$ cat src/rtl/bus_pkg.sv
// Shared types for the memory bus arbiter and its round-robin picker.
package bus_pkg;

  localparam int unsigned ADDR_W = 30;
  localparam int unsigned DATA_W = 32;
  localparam int unsigned MASK_W = 4;

  typedef logic [ADDR_W-1:0] addr_t;
  typedef logic [DATA_W-1:0] word_t;
  typedef logic [MASK_W-1:0] mask_t;

  typedef enum logic {
    FREE,
    OWNED
  } arb_state_t;

endpackage

$ cat src/rtl/rr_pick.sv
// Combinational round-robin picker: first requester at or after ptr_i, cyclic.
module rr_pick #(
  parameter  int unsigned N  = 2,
  localparam int unsigned IW = $clog2(N)
) (
  input  logic [N-1:0]  req_i,
  input  logic [IW-1:0] ptr_i,
  output logic [N-1:0]  gnt_o,
  output logic [IW-1:0] idx_o,
  output logic          valid_o
);

  always_comb begin
    int unsigned j;
    gnt_o   = '0;
    idx_o   = '0;
    valid_o = 1'b0;
    for (int unsigned k = 0; k < N; k++) begin
      j = 32'(ptr_i) + k;
      if (j >= N) j = j - N;
      if (!valid_o && req_i[IW'(j)]) begin
        valid_o         = 1'b1;
        gnt_o[IW'(j)]   = 1'b1;
        idx_o           = IW'(j);
      end
    end
  end

endmodule

$ cat src/rtl/bus_arbiter.sv
// Round-robin arbiter for a shared single-port memory bus with bounded locked
// ownership and one-cycle read return routed back to the issuing master.
module bus_arbiter
  import bus_pkg::*;
#(
  parameter int unsigned NM       = 2,
  parameter int unsigned HOLD_MAX = 8
) (
  input  logic               clock,
  input  logic               reset,
  input  logic [NM-1:0]      m_req,
  input  logic [NM-1:0]      m_lock,
  input  logic [NM*30-1:0]   m_addr,
  input  logic [NM*32-1:0]   m_data_w,
  input  logic [NM*4-1:0]    m_mask_w,
  output logic [NM-1:0]      m_gnt,
  output logic [NM-1:0]      m_rvalid,
  output word_t              m_data_r,
  output addr_t              bus_addr,
  output word_t              bus_data_w,
  output mask_t              bus_mask_w,
  input  word_t              bus_data_r
);

  localparam int unsigned PW = $clog2(NM);
  localparam int unsigned HW = $clog2(HOLD_MAX + 1);

  arb_state_t    state_q, state_d;
  logic [PW-1:0] owner_q, owner_d;
  logic [PW-1:0] ptr_q, ptr_d;
  logic [HW-1:0] hold_q, hold_d;
  logic          rd_vld_q, rd_vld_d;
  logic [PW-1:0] rd_idx_q, rd_idx_d;

  logic [NM-1:0] pick_gnt;
  logic [PW-1:0] pick_idx;
  logic          pick_vld;

  logic          gnt_vld;
  logic [PW-1:0] gnt_idx;

  rr_pick #(.N(NM)) u_pick (
    .req_i   (m_req),
    .ptr_i   (ptr_q),
    .gnt_o   (pick_gnt),
    .idx_o   (pick_idx),
    .valid_o (pick_vld)
  );

  always_ff @(posedge clock) begin
    if (reset) begin
      state_q  <= FREE;
      owner_q  <= '0;
      ptr_q    <= '0;
      hold_q   <= '0;
      rd_vld_q <= 1'b0;
      rd_idx_q <= '0;
    end else begin
      state_q  <= state_d;
      owner_q  <= owner_d;
      ptr_q    <= ptr_d;
      hold_q   <= hold_d;
      rd_vld_q <= rd_vld_d;
      rd_idx_q <= rd_idx_d;
    end
  end

  // Reset also masks the combinational grant and the pending read return.
  always_comb begin
    m_gnt      = '0;
    gnt_vld    = 1'b0;
    gnt_idx    = '0;
    if (!reset) begin
      unique case (state_q)
        FREE: begin
          m_gnt   = pick_gnt;
          gnt_vld = pick_vld;
          gnt_idx = pick_idx;
        end
        OWNED: begin
          m_gnt[owner_q] = m_req[owner_q];
          gnt_vld        = m_req[owner_q];
          gnt_idx        = owner_q;
        end
        default: ;
      endcase
    end

    bus_addr   = '0;
    bus_data_w = '0;
    bus_mask_w = '0;
    if (gnt_vld) begin
      bus_addr   = m_addr[32'(gnt_idx)*ADDR_W +: ADDR_W];
      bus_data_w = m_data_w[32'(gnt_idx)*DATA_W +: DATA_W];
      bus_mask_w = m_mask_w[32'(gnt_idx)*MASK_W +: MASK_W];
    end

    m_rvalid = '0;
    if (rd_vld_q && !reset) m_rvalid[rd_idx_q] = 1'b1;
    m_data_r = bus_data_r;
  end

  always_comb begin
    state_d  = state_q;
    owner_d  = owner_q;
    ptr_d    = ptr_q;
    hold_d   = hold_q;
    rd_vld_d = gnt_vld && (bus_mask_w == '0);
    rd_idx_d = gnt_idx;
    unique case (state_q)
      FREE: begin
        if (gnt_vld) begin
          ptr_d = (gnt_idx == PW'(NM - 1)) ? '0 : gnt_idx + 1'b1;
          // A single-cycle hold limit means the lock can never extend ownership.
          if (m_lock[gnt_idx] && (HOLD_MAX > 1)) begin
            state_d = OWNED;
            owner_d = gnt_idx;
            hold_d  = HW'(1);
          end
        end
      end
      OWNED: begin
        if (!m_req[owner_q] || !m_lock[owner_q] ||
            (32'(hold_q) + 32'd1 >= HOLD_MAX)) begin
          state_d = FREE;
          hold_d  = '0;
        end else begin
          hold_d = hold_q + 1'b1;
        end
      end
      default: begin
        state_d = FREE;
        hold_d  = '0;
      end
    endcase
  end

endmodule
$ cat config.mk
export PLATFORM = sky130hd
export DESIGN_NAME = bus_arbiter
export DESIGN_NICKNAME = d
export VERILOG_FILES = /design/src/rtl/bus_pkg.sv /design/src/rtl/rr_pick.sv /design/src/rtl/bus_arbiter.sv
export SDC_FILE = /design/constraint.sdc
export NUM_CORES = 1
export LEC_CHECK = 0
export CELL_PAD_IN_SITES_DETAIL_PLACEMENT = 0
export CELL_PAD_IN_SITES_GLOBAL_PLACEMENT = 1
export CORE_ASPECT_RATIO = 0.9
export CORE_UTILIZATION = 12
export DETAILED_ROUTE_END_ITERATION = 6
export GPL_TIMING_DRIVEN = 0
export PLACE_DENSITY_LB_ADDON = 0.2
export SETUP_SLACK_MARGIN = 0.2
export SYNTH_ARGS = -nofsm -noshare
export SYNTH_HDL_FRONTEND = slang
export SYNTH_SLANG_ARGS = --single-unit
$ cat constraint.sdc
create_clock -name clock -period 2.2 [get_ports clock]
set_input_delay 0.44 -clock clock [delete_from_list [all_inputs] [get_ports clock]]
set_output_delay 0.44 -clock clock [all_outputs]
set_load 0.01 [all_outputs]
# After elaboration in Yosys (flattened, before gate mapping)
# Cells that the tools add are included.
dict set report word_totals {
  word_cells 95
  input_bits 170
  n_memories 0
  reg_bits 9
  mem_bits_rw 0
  latch_bits 0
  out_inout_bits 102
  rom_bits 0
}
dict set report classes {
  n_addsub 6
  order_cmp 12
  bitwise 3
  n_mul 1
  reduce_logical 17
  eq_ne 2
  shift 3
  mux 45
  n_div 0
}
# cell count
set ops {}
lappend ops {{64-bit by 7-bit variable part select with 32-bit output} 1}
lappend ops {{60-bit by 7-bit variable part select with 30-bit output} 1}
lappend ops {{32-bit 2-to-1 mux} 1}
lappend ops {{30-bit 2-to-1 mux} 1}
lappend ops {{1-bit 2-to-1 mux} 26}
lappend ops {{4-bit 2-to-1 mux} 4}
lappend ops {{1-bit by 2-bit less-than comparator with 1-bit output (second input constant)} 5}
lappend ops {{2-bit 2-to-1 mux} 4}
lappend ops {{4-bit one-hot mux with 2 select lines} 1}
lappend ops {{8-bit by 4-bit variable part select with 4-bit output} 1}
lappend ops {{1-bit logical AND} 7}
lappend ops {{1-bit one-hot mux with 2 select lines} 3}
lappend ops {{4-bit by 1-bit adder with 5-bit output (second input constant)} 1}
lappend ops {{5-bit by 4-bit >= comparator with 1-bit output (second input constant)} 1}
lappend ops {{1-bit by 4-bit multiplier with 5-bit output (second input constant)} 1}
lappend ops {{4-bit by 1-bit adder with 4-bit output (second input constant)} 1}
lappend ops {{1-bit demux with 1-bit select} 4}
lappend ops {{1-bit >= comparator (second input constant)} 4}
lappend ops {{1-bit zero test} 4}
lappend ops {{4-bit zero test} 1}
lappend ops {{2-bit inequality test (second input constant)} 2}
lappend ops {{2-bit one-hot mux with 2 select lines} 1}
lappend ops {{2-bit AND reduction} 2}
lappend ops {{3-bit AND reduction} 1}
lappend ops {{9 further kinds} 11}

# Longest topological paths before layout
# Gate-level depths: netlist of the first run.
dict set report logic_depth {
  ltp_word 15
  ltp_mapped 10
  ltp_nobuf 6
}

# By module
# From an unflattened synthesis of the first run, not the netlist that was laid out.
dict set report unflattened {
  hier_cells 322
  area_unflattened_um2 1919.3
}
# module cells_per_inst instances area_per_inst_um2
set by_module_without_submodules {}
lappend by_module_without_submodules {bus_arbiter 317 1 1886.8}
lappend by_module_without_submodules {rr_pick 5 1 32.5}

# Least setup slack after synthesis of the first run
# OpenSTA, ideal clock, no wires.
dict set report synth_path {
  path_type {in2out}
  startpoint {input port m_req[0]}
  endpoint {output port bus_addr[0]}
  arrival_time_ns 1.534
  n_path_buf 3
  path_slack_ns 0.226
  required_ns 1.760
  stages 9
  path_cell_list {nor2b_4 > o21ai_2 > nand2b_1 > buf_4 > inv_2 > buf_4 > buf_4 > nand2_1 > a21oi_1}
}
dict set report synth_between {
  elab_chain_cells 11
  elab_cells_between_ends 19
}
# item line
set synth_lines {}
lappend synth_lines {{from (decl)} bus_arbiter.sv:11} ;# input logic [NM-1:0] m_req,
lappend synth_lines {{1-bit 2-to-1 mux (not written as such) (2 in a row)} rr_pick.sv:21} ;# if (!valid_o && req_i[IW'(j)]) begin
lappend synth_lines {{1-bit 2-to-1 mux} rr_pick.sv:21}
lappend synth_lines {{1-bit zero test} rr_pick.sv:21}
lappend synth_lines {{1-bit logical AND} rr_pick.sv:21}
lappend synth_lines {{1-bit 2-to-1 mux} rr_pick.sv:21}
lappend synth_lines {{1-bit one-hot mux with 2 select lines} bus_arbiter.sv:74} ;# unique case (state_q)
lappend synth_lines {{1-bit 2-to-1 mux} bus_arbiter.sv:73} ;# if (!reset) begin
lappend synth_lines {{1-bit by 4-bit multiplier with 5-bit output} bus_arbiter.sv:93} ;# bus_addr = m_addr[32'(gnt_idx)*ADDR_W +: ADDR_W];
lappend synth_lines {{60-bit by 7-bit variable part select with 30-bit output} bus_arbiter.sv:93}
lappend synth_lines {{30-bit 2-to-1 mux *} bus_arbiter.sv:92} ;# if (gnt_vld) begin
lappend synth_lines {{to (decl)} bus_arbiter.sv:19} ;# output addr_t bus_addr,
# Every way passes the cells marked *; elsewhere a longest branch is shown, timed or not. The select of a mux whose other input is x is not followed.

# Final worst setup path of the first run
dict set report layout_path {
  startpoint {register state_q}
  endpoint {output port bus_data_w[31]}
}
dict set report layout_between {
  elab_chain_cells 5
  elab_cells_between_ends 7
}
# item line
set layout_lines {}
lappend layout_lines {{from (decl)} bus_arbiter.sv:28} ;# arb_state_t state_q, state_d;
lappend layout_lines {{from (signal assigned)} bus_arbiter.sv:59} ;# state_q <= state_d;
lappend layout_lines {{1-bit NOT (no line)} --}
lappend layout_lines {{1-bit one-hot mux with 2 select lines} bus_arbiter.sv:74}
lappend layout_lines {{1-bit 2-to-1 mux} bus_arbiter.sv:73}
lappend layout_lines {{64-bit by 7-bit variable part select with 32-bit output} bus_arbiter.sv:94} ;# bus_data_w = m_data_w[32'(gnt_idx)*DATA_W +: DATA_W];
lappend layout_lines {{32-bit 2-to-1 mux *} bus_arbiter.sv:92}
lappend layout_lines {{to (decl)} bus_arbiter.sv:20} ;# output word_t bus_data_w,
# Every way passes the cells marked *; elsewhere a longest branch is shown, timed or not.

==> results of run 1 <==
-- cell families (layout without fill, tap and decap cells) --
kind of cell    Yosys count  after routing  share of synthesized area
simple gates            163            163                      0.381
flops                     9              9                      0.102
mux                       3              3                     0.0206
other cells               0              1                          0
buf+inv                  58            317                      0.221
fa+ha+maj                 2              2                     0.0142
compound gates           83             84                      0.261
-- cell usage in the layout, fill, tap and decap left out, types with 2 or more instances in the layout --
cell             Yosys  final
buf_6                3     12
buf_8                0      3
buf_2               10     54
buf_4               36     47
nor3_1               3      2
a21oi_2              0     46
clkdlybuf4s50_1      0    166
o21ai_0              2      2
dfxtp_1              9      6
a221o_2              0      2
clkbuf_16            0      3
ha_1                 2      2
nand2b_1             5      4
nor4_1               2      2
nor2_1               5      5
nand3_1              4      4
dfxtp_2              0      3
dlygate4sd2_1        0      3
buf_12               0      4
a21oi_1             70     19
buf_16               0      4
a21oi_4              0      5
nand2_1            137    137
clkdlybuf4s15_2      0     12
clkbuf_8             0      4
-- area by class of cell --
cell class,instances,area share
multi-input cells,252,0.299
well taps,193,0.0497
plain buffers,56,0.106
inverters,2,0.00309
diodes,1,0.000515
clock buffers,4,0.0162
repair buffers,255,0.488
flip-flops and latches,9,0.0378
-- worst register-to-register path, delay by kind of cell (launching register included) --
family                 cells  cell delay (ns)
buffers and inverters      5             0.64
flip-flops                 1             0.32
AND/OR/NAND/NOR            1             0.07
AO/OA/AOI/OAI              4             0.97
-- worst max-delay path by stage --
stage,start,to,cells past startpoint
after floorplan,m_req[0],bus_addr[0],9
after global routing,state_q,bus_mask_w[1],8
final,state_q,bus_data_w[31],8
after global placement,m_req[1],bus_addr[10],11
after detailed placement,m_req[1],bus_addr[10],11
after CTS,state_q,bus_addr[2],7
-- stage by stage --
| stage | setup WS [ns] | instances | instance area [µm²] |
|---|---|---|---|
| 5_1_grt | -0.256 | 771 | 4860 |
| 3_5_place_dp | -1.19 | 750 | 4390 |
| 4_1_cts | -0.181 | 770 | 4780 |
| 6_report | -0.186 | 772 | 4860 |
| 2_1_floorplan | 0.226 | 318 | 1760 |
| 3_3_place_gp | -1.17 | 750 | 4390 |
-- flip-flops by register name, summed over array words and instances, names as in the netlist --
name / count
hold_q: 4
owner_q: 1
ptr_q: 1
rd_idx_q: 1
rd_vld_q: 1
state_q: 1
-- layer usage --
metal,track usage,part of all wire
met1,0.151,0.39
met4,0.0240,0.010
met5,0,0
met2,0.256,0.52
met3,0.0277,0.077
-- report_power, final --
group	switching [mW]	leakage, nW	internal [mW]
Clock	0.0712	0.0382	0.241
Combinational	0.391	1.99	0.569
Sequential	0.00918	0.0746	0.173
Total	0.471	2.10	0.983
-- what timing repair did --
item	4_1_cts	5_1_grt
gates cloned	8	0
gates resized for setup	364	35
pin swaps	3	2
buffers inserted	8	1
setup endpoints to repair	73	69
==> results.yml, run 1 <==
timing:
  fin_ws_ns: -0.186
  timing.final.crit_share: 1.08
  worst_pin_slew_ns: 0.344
  fin_setup_tns_ns: -6.56
  fmax_mhz: 419
  finalHoldViolCount: 0
  fin_crit_ns: 2.39
  slew_violations: 0
  fin_hold_ws_ns: 0.484
  setup_violations: 61
  max-slew-margin-rel: 0.768
  rsz0062_at_grt: "true"
  skew_ns: 0.000732
run:
  max_cap_violations: 0
floorplan:
  initial_core_util: 0.124
  ios: 272
  die_y_um: 117
  rows: 41
  die_area_um2: 15100
  die_w_um: 130
  coreArea_um2: 14200
detailed_routing:
  drt-wirelength-per-cell_um: 14.4
  vias_per_cell: 3.95
  vias: 3049
  drt_iter0_drc: 52
  routed_wl_mm: 11.1
  drc: 0
  ant_nets: 0
  dr.pass1.iters: 4
critical_path:
  end_kind: "primary output"
  cp_top_family: "compound AO/OA/AOI/OAI gates"
  reg2reg_slack_ns: 0.10
  crit_path_max_incr_delay_ns: 0.42
  reg2reg_depth: 10
  crit_buf_inv: 5
  critPathKind: "flip-flop to primary output"
  r2r_start: "state_q"
  worstPathRequired_ns: 1.76
  r2r-end: "hold_q[1]"
  crit_path_cell_trace: "buf_6 -> a21bo_4 -> buf_12 -> a221o_2 -> buf_12 -> buf_16 -> a21oi_2 -> buf_2"
  arrival_ns: 1.95
  crit_slowest_cell: "a221o_2"
  crit_top_cell: "buf_12"
  path_max_fanout: 5
  worst_setup_path_start_kind: "flip-flop"
grt:
  antenna_found_initial: 0
  grt_pass1_vias: 3036
  overflow: 0
  grt_usage: 0.133
  grt_pass1_wl_mm: 15.8
  grt_max_degree: 11
clock_network:
  cts_tree: "yes"
  cts_buffers: 3
  cts-hold-fix-buffers: 0
  clock_latency_ns: 0.23
  cts.path.max_buffers: 2
  htree_levels: 1
  cts_sinks: 9
  cts_root_buffer: "clkbuf_16"
  cts.reportedPaths.clkPinSlew_ns: 0.04
yosys:
  yosysTopAreaCell: "nand2_1"
  synth.distinct_cells: 36
  synth_seq_cells: 9
  syn_inst: 318
  ys.flop_type: "dfxtp_1"
  ys_seq_area_frac: 0.102
  synth_area_um2: 1760
  yosysMostFrequentCell: "nand2_1"
  synth_edf_count: 0
  synthTopCellsByCount: "137 x nand2_1, 70 x a21oi_1, 36 x buf_4"
  synth_nets: 490
  yosysWarnings: 0
  synthArstFlopShare: 0
  syn_area_per_cell_um2: 5.53
  synth_top_area_frac: 0.293
  yosys-top-cells-area: "nand2_1 29%, a21oi_1 20%, buf_4 15%, dfxtp_1 10%, buf_2 2.8%"
outcome:
  violations: "negative setup slack"
  status: "finished, violations left"
place:
  routabilityCongestion: 0.767
  io_buffers: 239
  dp_hpwl_mm: 8.28
cells_and_area:
  filler_cell_count: 1578
  drive_gt1_frac: 0.367
  syn_to_final_growth_pct: 177
  fin_util: 0.343
  multi_input_area_um2: 1460
  nets: 751
  register_area_um2: 184
pwr:
  p_leak_nw: 2.10
  irDropWorstVdd_uv: 250
  total_power_mw: 1.45
  power_density_nw_per_um2: 299
min_path:
  worst_hold_path.endpoint: "hold_q[3]"
  hold_start: "hold_q[3]"
  min_path_cells: 1
  hp-class: "flip-flop to flip-flop"
Note: power is estimated with default switching activity, not from simulation.
==> run 2: changes to the inputs <==
--- a/config.mk
+++ b/config.mk
@@ -5,9 +5,11 @@
 export SDC_FILE = /design/constraint.sdc
 export NUM_CORES = 1
 export LEC_CHECK = 0
+export CAP_MARGIN = 20
 export CELL_PAD_IN_SITES_DETAIL_PLACEMENT = 0
 export CELL_PAD_IN_SITES_GLOBAL_PLACEMENT = 1
 export CORE_ASPECT_RATIO = 0.9
+export CORE_MARGIN = 3
 export CORE_UTILIZATION = 12
 export DETAILED_ROUTE_END_ITERATION = 6
 export GPL_TIMING_DRIVEN = 0
==> results.yml, run 2 (same netlist as run 1, synthesis figures left out) <==
outcome:
  status: "finished, violations left"
  violations: "negative setup slack"
critical_path:
  worst_setup_path_start_kind: "flip-flop"
  crit_slowest_cell: "a221o_2"
  worstPathRequired_ns: 1.76
  critPathKind: "flip-flop to primary output"
  path_max_fanout: 10
  arrival_ns: 1.88
  crit_path_cell_trace: "buf_6 -> a21bo_1 -> a221o_2 -> buf_8 -> buf_12 -> a21oi_1 -> buf_2"
  end_kind: "primary output"
  crit_path_max_incr_delay_ns: 0.44
clock_network:
  cts_root_buffer: "clkbuf_16"
  htree_levels: 1
  cts_buffers: 3
  clock_latency_ns: 0.24
  cts_sinks: 9
  cts.path.max_buffers: 2
  cts_tree: "yes"
  cts.reportedPaths.clkPinSlew_ns: 0.04
  cts-hold-fix-buffers: 0
timing:
  fin_setup_tns_ns: -5.25
  slew_violations: 0
  fin_ws_ns: -0.122
  setup_violations: 57
  timing.final.crit_share: 1.06
  finalHoldViolCount: 0
  fin_hold_ws_ns: 0.486
  max-slew-margin-rel: 0.733
  rsz0062_at_grt: "true"
  skew_ns: 0.00242
  worst_pin_slew_ns: 0.398
  fin_crit_ns: 2.32
  fmax_mhz: 431
grt:
  grt_max_degree: 11
  met1_usage: 0.144
  antenna_found_initial: 0
  top_usage_layer: "met2"
  grt_usage: 0.128
  grt_pass1_vias: 3119
  use_met3: 0.0387
  overflow: 0
  grtUsageMet2: 0.243
  grt_pass1_wl_mm: 16.8
place:
  dpl_cell_area_um2: 4390
  routabilityCongestion: 0.760
  io_buffers: 239
  dp_hpwl_mm: 8.93
  pre_cts_ws_ns: -1.16
cells_and_area:
  diodes: 0
  largest_reg_flops: 4
  syn_to_final_growth_pct: 179
  top_register: "hold_q"
  drive_gt1_frac: 0.355
  fin_area_um2: 4910
  final_cell_mix: "166 x clkdlybuf4s50_1, 128 x nand2_1, 46 x buf_4"
  final_common_cell: "clkdlybuf4s50_1"
  nets: 751
floorplan:
  rows: 41
  ios: 272
  die_y_um: 121
  coreArea_um2: 14200
  die_w_um: 134
  die_area_um2: 16100
  initial_core_util: 0.124
detailed_routing:
  routed_wl_mm: 11.4
  dr.pass1.iters: 4
  drc: 0
  vias_per_cell: 4.00
  drt-wirelength-per-cell_um: 14.8
  ant_nets: 0
  drt_iter0_drc: 96
  vias: 3083
run:
  max_cap_violations: 0
pwr:
  power_density_nw_per_um2: 297
  p_leak_nw: 2.14
  irDropWorstVdd_uv: 185
min_path:
  hp-class: "flip-flop to flip-flop"
## run 2: changes by cell type in the layout (fill, tap and decap cells not counted), sizes merged
cell           change
buf               -13
clkdlybuf4s15      +7
clkbuf             +6
a221o              -1
clkinv             +1
diode              -1
dlygate4sd2        +1
inv                -1
## run 2: where the power goes
group	total [mW]	internal [mW]	switching [mW]
clock network	0.325	0.243	0.0821
registers	0.182	0.172	0.00932
logic	0.952	0.575	0.377
total	1.46	0.990	0.469
## run 2: timing repair
| action | in CTS | in global routing |
|---|---|---|
| buffers inserted | 9 | 2 |
| gates cloned | 3 | 3 |
| resized for setup | 352 | 36 |
| endpoints found under the setup margin | 73 | 69 |
| pin swaps | 2 | 2 |
## run 2: per-stage QoR
step | cells | power, mW | util
after global routing | 771 | 1.55 | 0.347
final | 771 | 1.46 | 0.347
after detailed placement | 750 | 1.04 | 0.310
after CTS | 766 | 1.43 | 0.332
after global placement | 750 | 1.04 | 0.310
after floorplan | 318 | 0.499 | -
## run 2: layer usage
layer  wire length (µm)  vias up  part of all wire
met2               5960      147              0.52
li1                   -     1540                 -
met4                 97        0            0.0085
met1               4380     1388              0.38
met3                981        8             0.086
met5                  0        -                 0
## run 2: worst paths after layout
path,to,slack (ns),depth (start not counted),from
worst max-delay path,bus_addr[28],-0.12,7,state_q
worst min-delay path,hold_q[3],0.49,1,hold_q[3]
worst max register to register,owner_q,0.34,10,state_q
worst min register to register,hold_q[3],0.49,1,hold_q[3]
## run 2: worst max-delay path: cells and delay by family, from the launching register on
kind | cells | cell delay (ns)
AOI/OAI and AO/OA | 3 | 0.73
buffers and inverters | 4 | 0.60
DFF | 1 | 0.32
## run 2: cell type report
class / instances / area [µm²]
fillers: 1541 / 9250
clock buffers: 4 / 78.8
well taps: 193 / 241
inverters: 2 / 20.0
flip-flops and latches: 9 / 183
plain buffers: 56 / 582
multi-input cells: 251 / 1390
repair buffers: 256 / 2420
==> run 3: changes to the inputs <==
--- a/config.mk
+++ b/config.mk
@@ -15,6 +15,7 @@
 export GPL_TIMING_DRIVEN = 0
 export PLACE_DENSITY_LB_ADDON = 0.2
 export SETUP_SLACK_MARGIN = 0.2
+export SLEW_MARGIN = 20
 export SYNTH_ARGS = -nofsm -noshare
 export SYNTH_HDL_FRONTEND = slang
 export SYNTH_SLANG_ARGS = --single-unit
==> results of run 3 <==
Final layout, timing and power as in run 2 (identical DEF).
